[config.mk]
export PLATFORM = sky130hd
export DESIGN_NAME = sevseg_mux_n
export DESIGN_NICKNAME = d
export VERILOG_FILES = /design/src/rtl/sevseg_mux_n_pkg.sv /design/src/rtl/sevseg_enc.sv /design/src/rtl/sevseg_mux_n.sv
export SDC_FILE = /design/constraint.sdc
export NUM_CORES = 1
export LEC_CHECK = 0
export ABC_AREA = 1
export BUFFER_PORTS_ARGS = -buffer_cell sky130_fd_sc_hd__buf_2
export CORE_AREA = 2 2 116 118
export DETAILED_ROUTE_END_ITERATION = 16
export DIE_AREA = 0 0 118 120
export SYNTH_ARGS = -nofsm -noshare
export SYNTH_HDL_FRONTEND = slang
export SYNTH_SLANG_ARGS = --single-unit
[constraint.sdc]
create_clock -name i_clk -period 3.15 [get_ports i_clk]
set_input_delay 0.315 -clock i_clk [delete_from_list [all_inputs] [get_ports i_clk]]
set_output_delay 0.315 -clock i_clk [all_outputs]
set_load 0.005 [all_outputs]
[src/rtl/sevseg_mux_n_pkg.sv]
// Shared definitions for the multiplexed seven-segment driver.
// Segment codes are active-high with bit0 = a ... bit6 = g.
package sevseg_mux_n_pkg;

    typedef enum logic [2:0] {
        SEG_A = 3'd0,
        SEG_B = 3'd1,
        SEG_C = 3'd2,
        SEG_D = 3'd3,
        SEG_E = 3'd4,
        SEG_F = 3'd5,
        SEG_G = 3'd6
    } seg_bit_e;

    localparam int SEG_W = int'(SEG_G) + 1;

    localparam logic [SEG_W-1:0] SEG_BLANK = 7'h00;

    localparam logic [SEG_W-1:0] SEG_HEX_0 = 7'h3F;
    localparam logic [SEG_W-1:0] SEG_HEX_1 = 7'h06;
    localparam logic [SEG_W-1:0] SEG_HEX_2 = 7'h5B;
    localparam logic [SEG_W-1:0] SEG_HEX_3 = 7'h4F;
    localparam logic [SEG_W-1:0] SEG_HEX_4 = 7'h66;
    localparam logic [SEG_W-1:0] SEG_HEX_5 = 7'h6D;
    localparam logic [SEG_W-1:0] SEG_HEX_6 = 7'h7D;
    localparam logic [SEG_W-1:0] SEG_HEX_7 = 7'h07;
    localparam logic [SEG_W-1:0] SEG_HEX_8 = 7'h7F;
    localparam logic [SEG_W-1:0] SEG_HEX_9 = 7'h6F;
    localparam logic [SEG_W-1:0] SEG_HEX_A = 7'h77;
    localparam logic [SEG_W-1:0] SEG_HEX_B = 7'h7C;
    localparam logic [SEG_W-1:0] SEG_HEX_C = 7'h39;
    localparam logic [SEG_W-1:0] SEG_HEX_D = 7'h5E;
    localparam logic [SEG_W-1:0] SEG_HEX_E = 7'h79;
    localparam logic [SEG_W-1:0] SEG_HEX_F = 7'h71;

    function automatic logic [SEG_W-1:0] seg_decode(input logic [3:0] nibble);
        logic [SEG_W-1:0] code;
        case (nibble)
            4'h0:    code = SEG_HEX_0;
            4'h1:    code = SEG_HEX_1;
            4'h2:    code = SEG_HEX_2;
            4'h3:    code = SEG_HEX_3;
            4'h4:    code = SEG_HEX_4;
            4'h5:    code = SEG_HEX_5;
            4'h6:    code = SEG_HEX_6;
            4'h7:    code = SEG_HEX_7;
            4'h8:    code = SEG_HEX_8;
            4'h9:    code = SEG_HEX_9;
            4'hA:    code = SEG_HEX_A;
            4'hB:    code = SEG_HEX_B;
            4'hC:    code = SEG_HEX_C;
            4'hD:    code = SEG_HEX_D;
            4'hE:    code = SEG_HEX_E;
            default: code = SEG_HEX_F;
        endcase
        return code;
    endfunction

endpackage

[src/rtl/sevseg_enc.sv]
// Combinational hex-to-segment encoder with a blanking override.
module sevseg_enc
    import sevseg_mux_n_pkg::*;
(
    input  logic [3:0]       i_nibble,
    input  logic             i_blank,
    output logic [SEG_W-1:0] o_seg
);

    always_comb begin
        o_seg = i_blank ? SEG_BLANK : seg_decode(i_nibble);
    end

endmodule

[src/rtl/sevseg_mux_n.sv]
// Time-multiplexed NDIG-digit seven-segment driver with double-buffered data,
// leading-zero blanking, PWM brightness, dead time and frame-synchronous commit.
module sevseg_mux_n
    import sevseg_mux_n_pkg::*;
#(
    parameter int NDIG     = 4,
    parameter int DIV      = 12000,
    parameter int DEAD     = 16,
    parameter int BRIGHT_W = 4,
    parameter int SEG_POL  = 1,
    parameter int DIG_POL  = 1
) (
    input  logic                i_clk,
    input  logic                i_rst_n,
    input  logic                i_load,
    input  logic [4*NDIG-1:0]   i_data,
    input  logic [NDIG-1:0]     i_dp,
    input  logic                i_blank_lz,
    input  logic [BRIGHT_W-1:0] i_bright,
    output logic                o_pending,
    output logic                o_frame,
    output logic [SEG_W-1:0]    o_seg,
    output logic                o_seg_dp,
    output logic [NDIG-1:0]     o_dig_en
);

    localparam int CNT_W = (DIV > 1) ? $clog2(DIV) : 1;
    localparam int IDX_W = (NDIG > 1) ? $clog2(NDIG) : 1;

    localparam logic [CNT_W-1:0] CNT_LAST  = CNT_W'(DIV - 1);
    localparam logic [CNT_W-1:0] CNT_DEAD  = CNT_W'(DEAD);
    localparam logic [IDX_W-1:0] IDX_LAST  = IDX_W'(NDIG - 1);

    // Inactive levels; every output is its active-high value XORed with these.
    localparam logic [SEG_W-1:0] SEG_INACT = (SEG_POL != 0) ? '0 : '1;
    localparam logic             DP_INACT  = (SEG_POL == 0);
    localparam logic [NDIG-1:0]  DIG_INACT = (DIG_POL != 0) ? '0 : '1;

    logic [CNT_W-1:0]    r_cnt;
    logic [IDX_W-1:0]    r_idx;
    logic [BRIGHT_W-1:0] r_pwm;

    logic [4*NDIG-1:0]   r_act_data;
    logic [NDIG-1:0]     r_act_dp;
    logic [4*NDIG-1:0]   r_pend_data;
    logic [NDIG-1:0]     r_pend_dp;
    logic                r_pending;

    logic                r_frame;
    logic [SEG_W-1:0]    r_seg;
    logic                r_seg_dp;
    logic [NDIG-1:0]     r_dig_en;

    logic                w_cnt_last;
    logic                w_frame_end;
    logic                w_on;
    logic                w_window;
    logic [3:0]          w_nib [NDIG];
    logic [NDIG-1:0]     w_lz;
    logic [NDIG-1:0]     w_dig_sel;
    logic [NDIG-1:0]     w_dig_en;
    logic [3:0]          w_cur_nib;
    logic                w_cur_blank;
    logic                w_cur_dp;
    logic [SEG_W-1:0]    w_cur_seg;

    assign w_cnt_last  = (r_cnt == CNT_LAST);
    assign w_frame_end = w_cnt_last && (r_idx == IDX_LAST);

    // Per-digit nibble, blanking flag and slot select.
    genvar gi;
    generate
        for (gi = 0; gi < NDIG; gi++) begin : g_digit
            assign w_nib[gi]     = r_act_data[4*gi +: 4];
            assign w_dig_sel[gi] = (r_idx == IDX_W'(gi));
            if (gi == 0) begin : g_lsd
                assign w_lz[gi] = 1'b0;
            end else begin : g_upper
                // Blank when this nibble and every more-significant one is zero.
                assign w_lz[gi] = i_blank_lz && (r_act_data[4*NDIG-1:4*gi] == '0);
            end
        end
    endgenerate

    always_comb begin
        w_cur_nib   = '0;
        w_cur_blank = 1'b0;
        w_cur_dp    = 1'b0;
        for (int k = 0; k < NDIG; k++) begin
            if (w_dig_sel[k]) begin
                w_cur_nib   = w_nib[k];
                w_cur_blank = w_lz[k];
                w_cur_dp    = r_act_dp[k];
            end
        end
    end

    sevseg_enc u_enc (
        .i_nibble (w_cur_nib),
        .i_blank  (w_cur_blank),
        .o_seg    (w_cur_seg)
    );

    // All-ones brightness means fully on rather than one step short of it.
    assign w_on     = (r_pwm < i_bright) || (&i_bright);
    assign w_window = (r_cnt >= CNT_DEAD);
    assign w_dig_en = (w_window && w_on) ? w_dig_sel : '0;

    always_ff @(posedge i_clk or negedge i_rst_n) begin
        if (!i_rst_n) begin
            r_cnt <= '0;
            r_idx <= '0;
            r_pwm <= '0;
        end else begin
            r_pwm <= r_pwm + 1'b1;
            if (w_cnt_last) begin
                r_cnt <= '0;
                r_idx <= (r_idx == IDX_LAST) ? '0 : r_idx + 1'b1;
            end else begin
                r_cnt <= r_cnt + 1'b1;
            end
        end
    end

    // A LOAD landing on the frame-end cycle bypasses the pending stage.
    always_ff @(posedge i_clk or negedge i_rst_n) begin
        if (!i_rst_n) begin
            r_act_data  <= '0;
            r_act_dp    <= '0;
            r_pend_data <= '0;
            r_pend_dp   <= '0;
            r_pending   <= 1'b0;
        end else if (i_load && w_frame_end) begin
            r_act_data <= i_data;
            r_act_dp   <= i_dp;
            r_pending  <= 1'b0;
        end else if (i_load) begin
            r_pend_data <= i_data;
            r_pend_dp   <= i_dp;
            r_pending   <= 1'b1;
        end else if (w_frame_end && r_pending) begin
            r_act_data <= r_pend_data;
            r_act_dp   <= r_pend_dp;
            r_pending  <= 1'b0;
        end
    end

    always_ff @(posedge i_clk or negedge i_rst_n) begin
        if (!i_rst_n) begin
            r_frame  <= 1'b0;
            r_seg    <= SEG_INACT;
            r_seg_dp <= DP_INACT;
            r_dig_en <= DIG_INACT;
        end else begin
            r_frame  <= w_frame_end;
            r_seg    <= w_cur_seg ^ SEG_INACT;
            r_seg_dp <= w_cur_dp ^ DP_INACT;
            r_dig_en <= w_dig_en ^ DIG_INACT;
        end
    end

    assign o_pending = r_pending;
    assign o_frame   = r_frame;
    assign o_seg     = r_seg;
    assign o_seg_dp  = r_seg_dp;
    assign o_dig_en  = r_dig_en;

endmodule
==> results.py <==
metrics = {
    "timing": {
        "rsz0062_at_grt": "no",
        "slew_viol_final": 0,
        "period_needed_ns": 2.28,
        "max_freq_mhz": 439,
        "setup-violations-final": 0,
        "holdWs_ns": 0.130,
        "finClkSkew_ns": 0.00511,
        "maxSlewHeadroom_pct": 38.6,
        "finalCritPeriodShare_pct": 72.3,
        "final_hold_viol_count": 0,
        "fin_tns_setup_ns": 0,
        "tightest_slew_ns": 0.921,
    },
    "finish": {
        "stdcell_count": 700,
        "drive_above_1_share_pct": 13.9,
        "nNetsFinal": 564,
        "diodes": 0,
        "area_delta_synth_final_pct": 16.9,
    },
    "clocking": {
        "ctsHtreeMaxLevel": 3,
        "cts_tree": "built",
        "worstSkewPairLatency_ns": 0.33,
        "cts_root_buffer": "clkbuf_16",
        "clock-sinks": 74,
        "clockBufferDepth": 2,
        "hold_buffers": 0,
        "cts_setup_buffers": 0,
        "cts_resized": 0,
        "clkTransAtPathRegs_ns": 0.05,
        "cts_made_buffers": 9,
    },
    "pwr": {
        "ir_drop_mv": 0.270,
        "power_leakage_nw": 2.39,
        "power.density_nw_per_um2": 454,
        "switching_share_pct": 21.7,
        "power_frac_clock_pct": 46.6,
        "p_sw_mw": 0.435,
        "combPwrFrac_pct": 4.3,
        "finalPower_mw": 2.01,
        "p_int_mw": 1.57,
        "seqPwrFrac_pct": 49.1,
    },
    "hold_path": {
        "holdCritPathClass": "input port to asynchronous set/reset pin",
    },
    "floorplan": {
        "dieWidth_um": 118,
        "start_util_pct": 29.2,
        "die_area_sq_um": 14200,
        "pin_count": 42,
        "core_region_area_sq_um": 13000,
        "die_h_um": 120,
        "placementRows": 42,
    },
    "synth": {
        "synthMostInstantiatedCell": "nand2_1",
        "yosys.area.top_type": "dfrtp_1",
        "synth_edf_count": 0,
        "syn_nets": 525,
        "netlist_instances": 481,
        "synth_common_cells": "131 x nand2_1, 75 x nor2_1, 74 x dfrtp_1",
        "ys_seq_area_share_pct": 48.9,
        "yosysWarnings": 0,
        "syn_avg_cell_area_sq_um": 7.88,
        "synth_ff_type": "dfrtp_1",
        "synth_cell_types": 31,
        "synthTopCellsByArea": "dfrtp_1 49%, nand2_1 13%, nor2_1 7.4%",
        "async_flop_share_pct": 100,
        "synth-seq-cells": 74,
        "synth_top_area_share_pct": 48.9,
        "netlist_area_sq_um": 3790,
    },
    "worst_setup_path": {
        "r2r_slack_ns": 0.87,
        "endpoint_kind": "register",
        "cpPeakStageDelay_ns": 0.46,
        "arrival_ns": 2.49,
        "timing.rr.end": "o_seg[3]",
        "cp-endpoint": "o_seg[3]",
        "slowest_stage": "ha_1",
        "reg2reg_from": "r_idx[1]",
        "reg2regPathDepth": 11,
        "crit_chain": "ha_1 -> inv_1 -> or2_2 -> nand2_1 -> inv_1 -> ha_1 -> inv_1 -> nand2_1 -> nand2_1 -> o21ai_1 -> nor2_1",
        "critical-path-top-delay-family": "adder cells",
        "path_class": "register to register",
        "start_kind": "register",
        "worstSetupStartpoint": "r_idx[1]",
        "path_max_fanout": 12,
        "path_buf_inv": 3,
        "path_depth": 11,
        "worstPathRequired_ns": 3.37,
    },
    "drt": {
        "routedWlPerCell_um": 12.1,
        "drt_wl_total_um": 8460,
        "drtPass1Iterations": 5,
        "postRouteAntennaNets": 0,
        "drc": 0,
        "vias": 3161,
        "drt-initial-drc-count": 233,
        "avgViaCountPerCell": 4.52,
    },
    "grt": {
        "grt_max_degree": 75,
        "grt_pass1_vias": 3091,
        "antenna_found_initial": 0,
        "grt_util_all_layers_pct": 12.5,
        "grt-ovfl-total": 0,
        "grt_pass1_wl_um": 14500,
    },
    "flow_run": {
        "cap_violations": 0,
    },
    "status": {
        "outcome": "finished, final reports clean",
    },
    "place": {
        "hpwl_um": 5760,
        "place_inst": 685,
        "io_buffers": 41,
        "gp_congestion": 0.882,
    },
}
## how the worst min path moves through the flow
stage / end
after global placement: r_pend_data[7]
after floorplan: o_dig_en[0]
after detailed placement: r_pend_data[4]
after global routing: r_cnt[3]
final: r_cnt[11]
after CTS: r_pend_dp[0]
## final cells by class
class | count | area, sq um
Timing Repair Buffer | 43 | 223
Clock inverter | 2 | 12.5
Clock buffer | 13 | 260
Tap cell | 176 | 220
Fill cell | 1371 | 8550
Multi-Input combinational cell | 349 | 1700
Sequential cell | 74 | 1850
Inverter | 43 | 161
## worst register-to-register path, delay by kind of cell, from the launching register on
kind | cells | cell delay [ns]
flops | 1 | 0.38
simple gates | 5 | 0.60
buf+inv | 3 | 0.32
fa+ha+maj | 2 | 0.75
compound gates | 1 | 0.12
## stage by stage
stage               cell area (sq um)  util, %  setup WS [ns]
finish                           4430     34.1          0.872
global route                     4430     34.1          0.645
CTS                              4430     34.1          0.848
detailed placement               4160     32.0          0.858
global placement                 4160     32.0          0.980
floorplan                        3790        -           1.32
## flip-flops by register name (all words and copies together) (netlist names)
signal	count
r_pend_dp	4
r_act_dp	4
o_seg_dp	1
r_idx	2
o_dig_en	4
r_cnt	14
o_pending	1
o_seg	7
r_pwm	4
r_pend_data	16
o_frame	1
r_act_data	16
## cells by family (layout without fill, tap and decap cells)
group,count (synthesis),in the layout,share of synthesized area (%)
flip-flops,74,74,48.9
adder cells (fa/ha/maj),16,16,5.28
AO/OA/AOI/OAI,60,60,8.26
AND/OR/NAND/NOR,267,267,30.0
buffers and inverters,58,101,6.24
XOR/XNOR,6,6,1.39
## layer usage
metal  share of wire, %  GRT usage, %  routed length (um)  up-vias
li1                   -             -                   -     1607
met1                 51          17.0                4310     1474
met2                 43          19.5                3680       71
met3                4.6          3.66                 388        9
met4                1.1          3.54                  91        0
met5                  0             0                   0        -
## layout by cell type, fill, tap and decap left out
cell type   netlist  routed
nor2_1           75      75
xnor2_1           1       1
a211oi_1          1       1
clkbuf_8          0       2
buf_2             6      40
o21ai_0          10      10
clkinvlp_4        0       1
nor3_1            6       6
o211a_1           1       1
a21boi_1          1       1
ha_1             16      16
o21ai_1          25      25
clkinv_2          0       1
xor2_1            5       5
inv_1            36      36
a21oi_1          21      21
nand3_2           2       2
or2_1             1       1
nor4_1            2       2
nand3_1          37      37
nand4_1           4       4
o21a_1            1       1
nor2_4            2       2
dfrtp_1          74      74
nand4_2           1       1
inv_2             7       7
and3_1            1       1
nand2_1         131     131
clkbuf_16         0       9
or2_2             1       1
buf_4             3       3
nand2_2           1       1
nand2_4           2       2
clkbuf_1          6       2
nor2_2            1       1
## power groups by stage
stage | sequential [mW] | clock (mW) | combinational (mW)
floorplan | 1.00 | 0 | 0.0415
global placement | 1.00 | 0 | 0.0875
detailed placement | 1.00 | 0 | 0.0898
CTS | 0.986 | 0.962 | 0.0902
global route | 0.989 | 0.999 | 0.103
finish | 0.986 | 0.936 | 0.0874
Note: power is estimated with default switching activity, not from simulation.
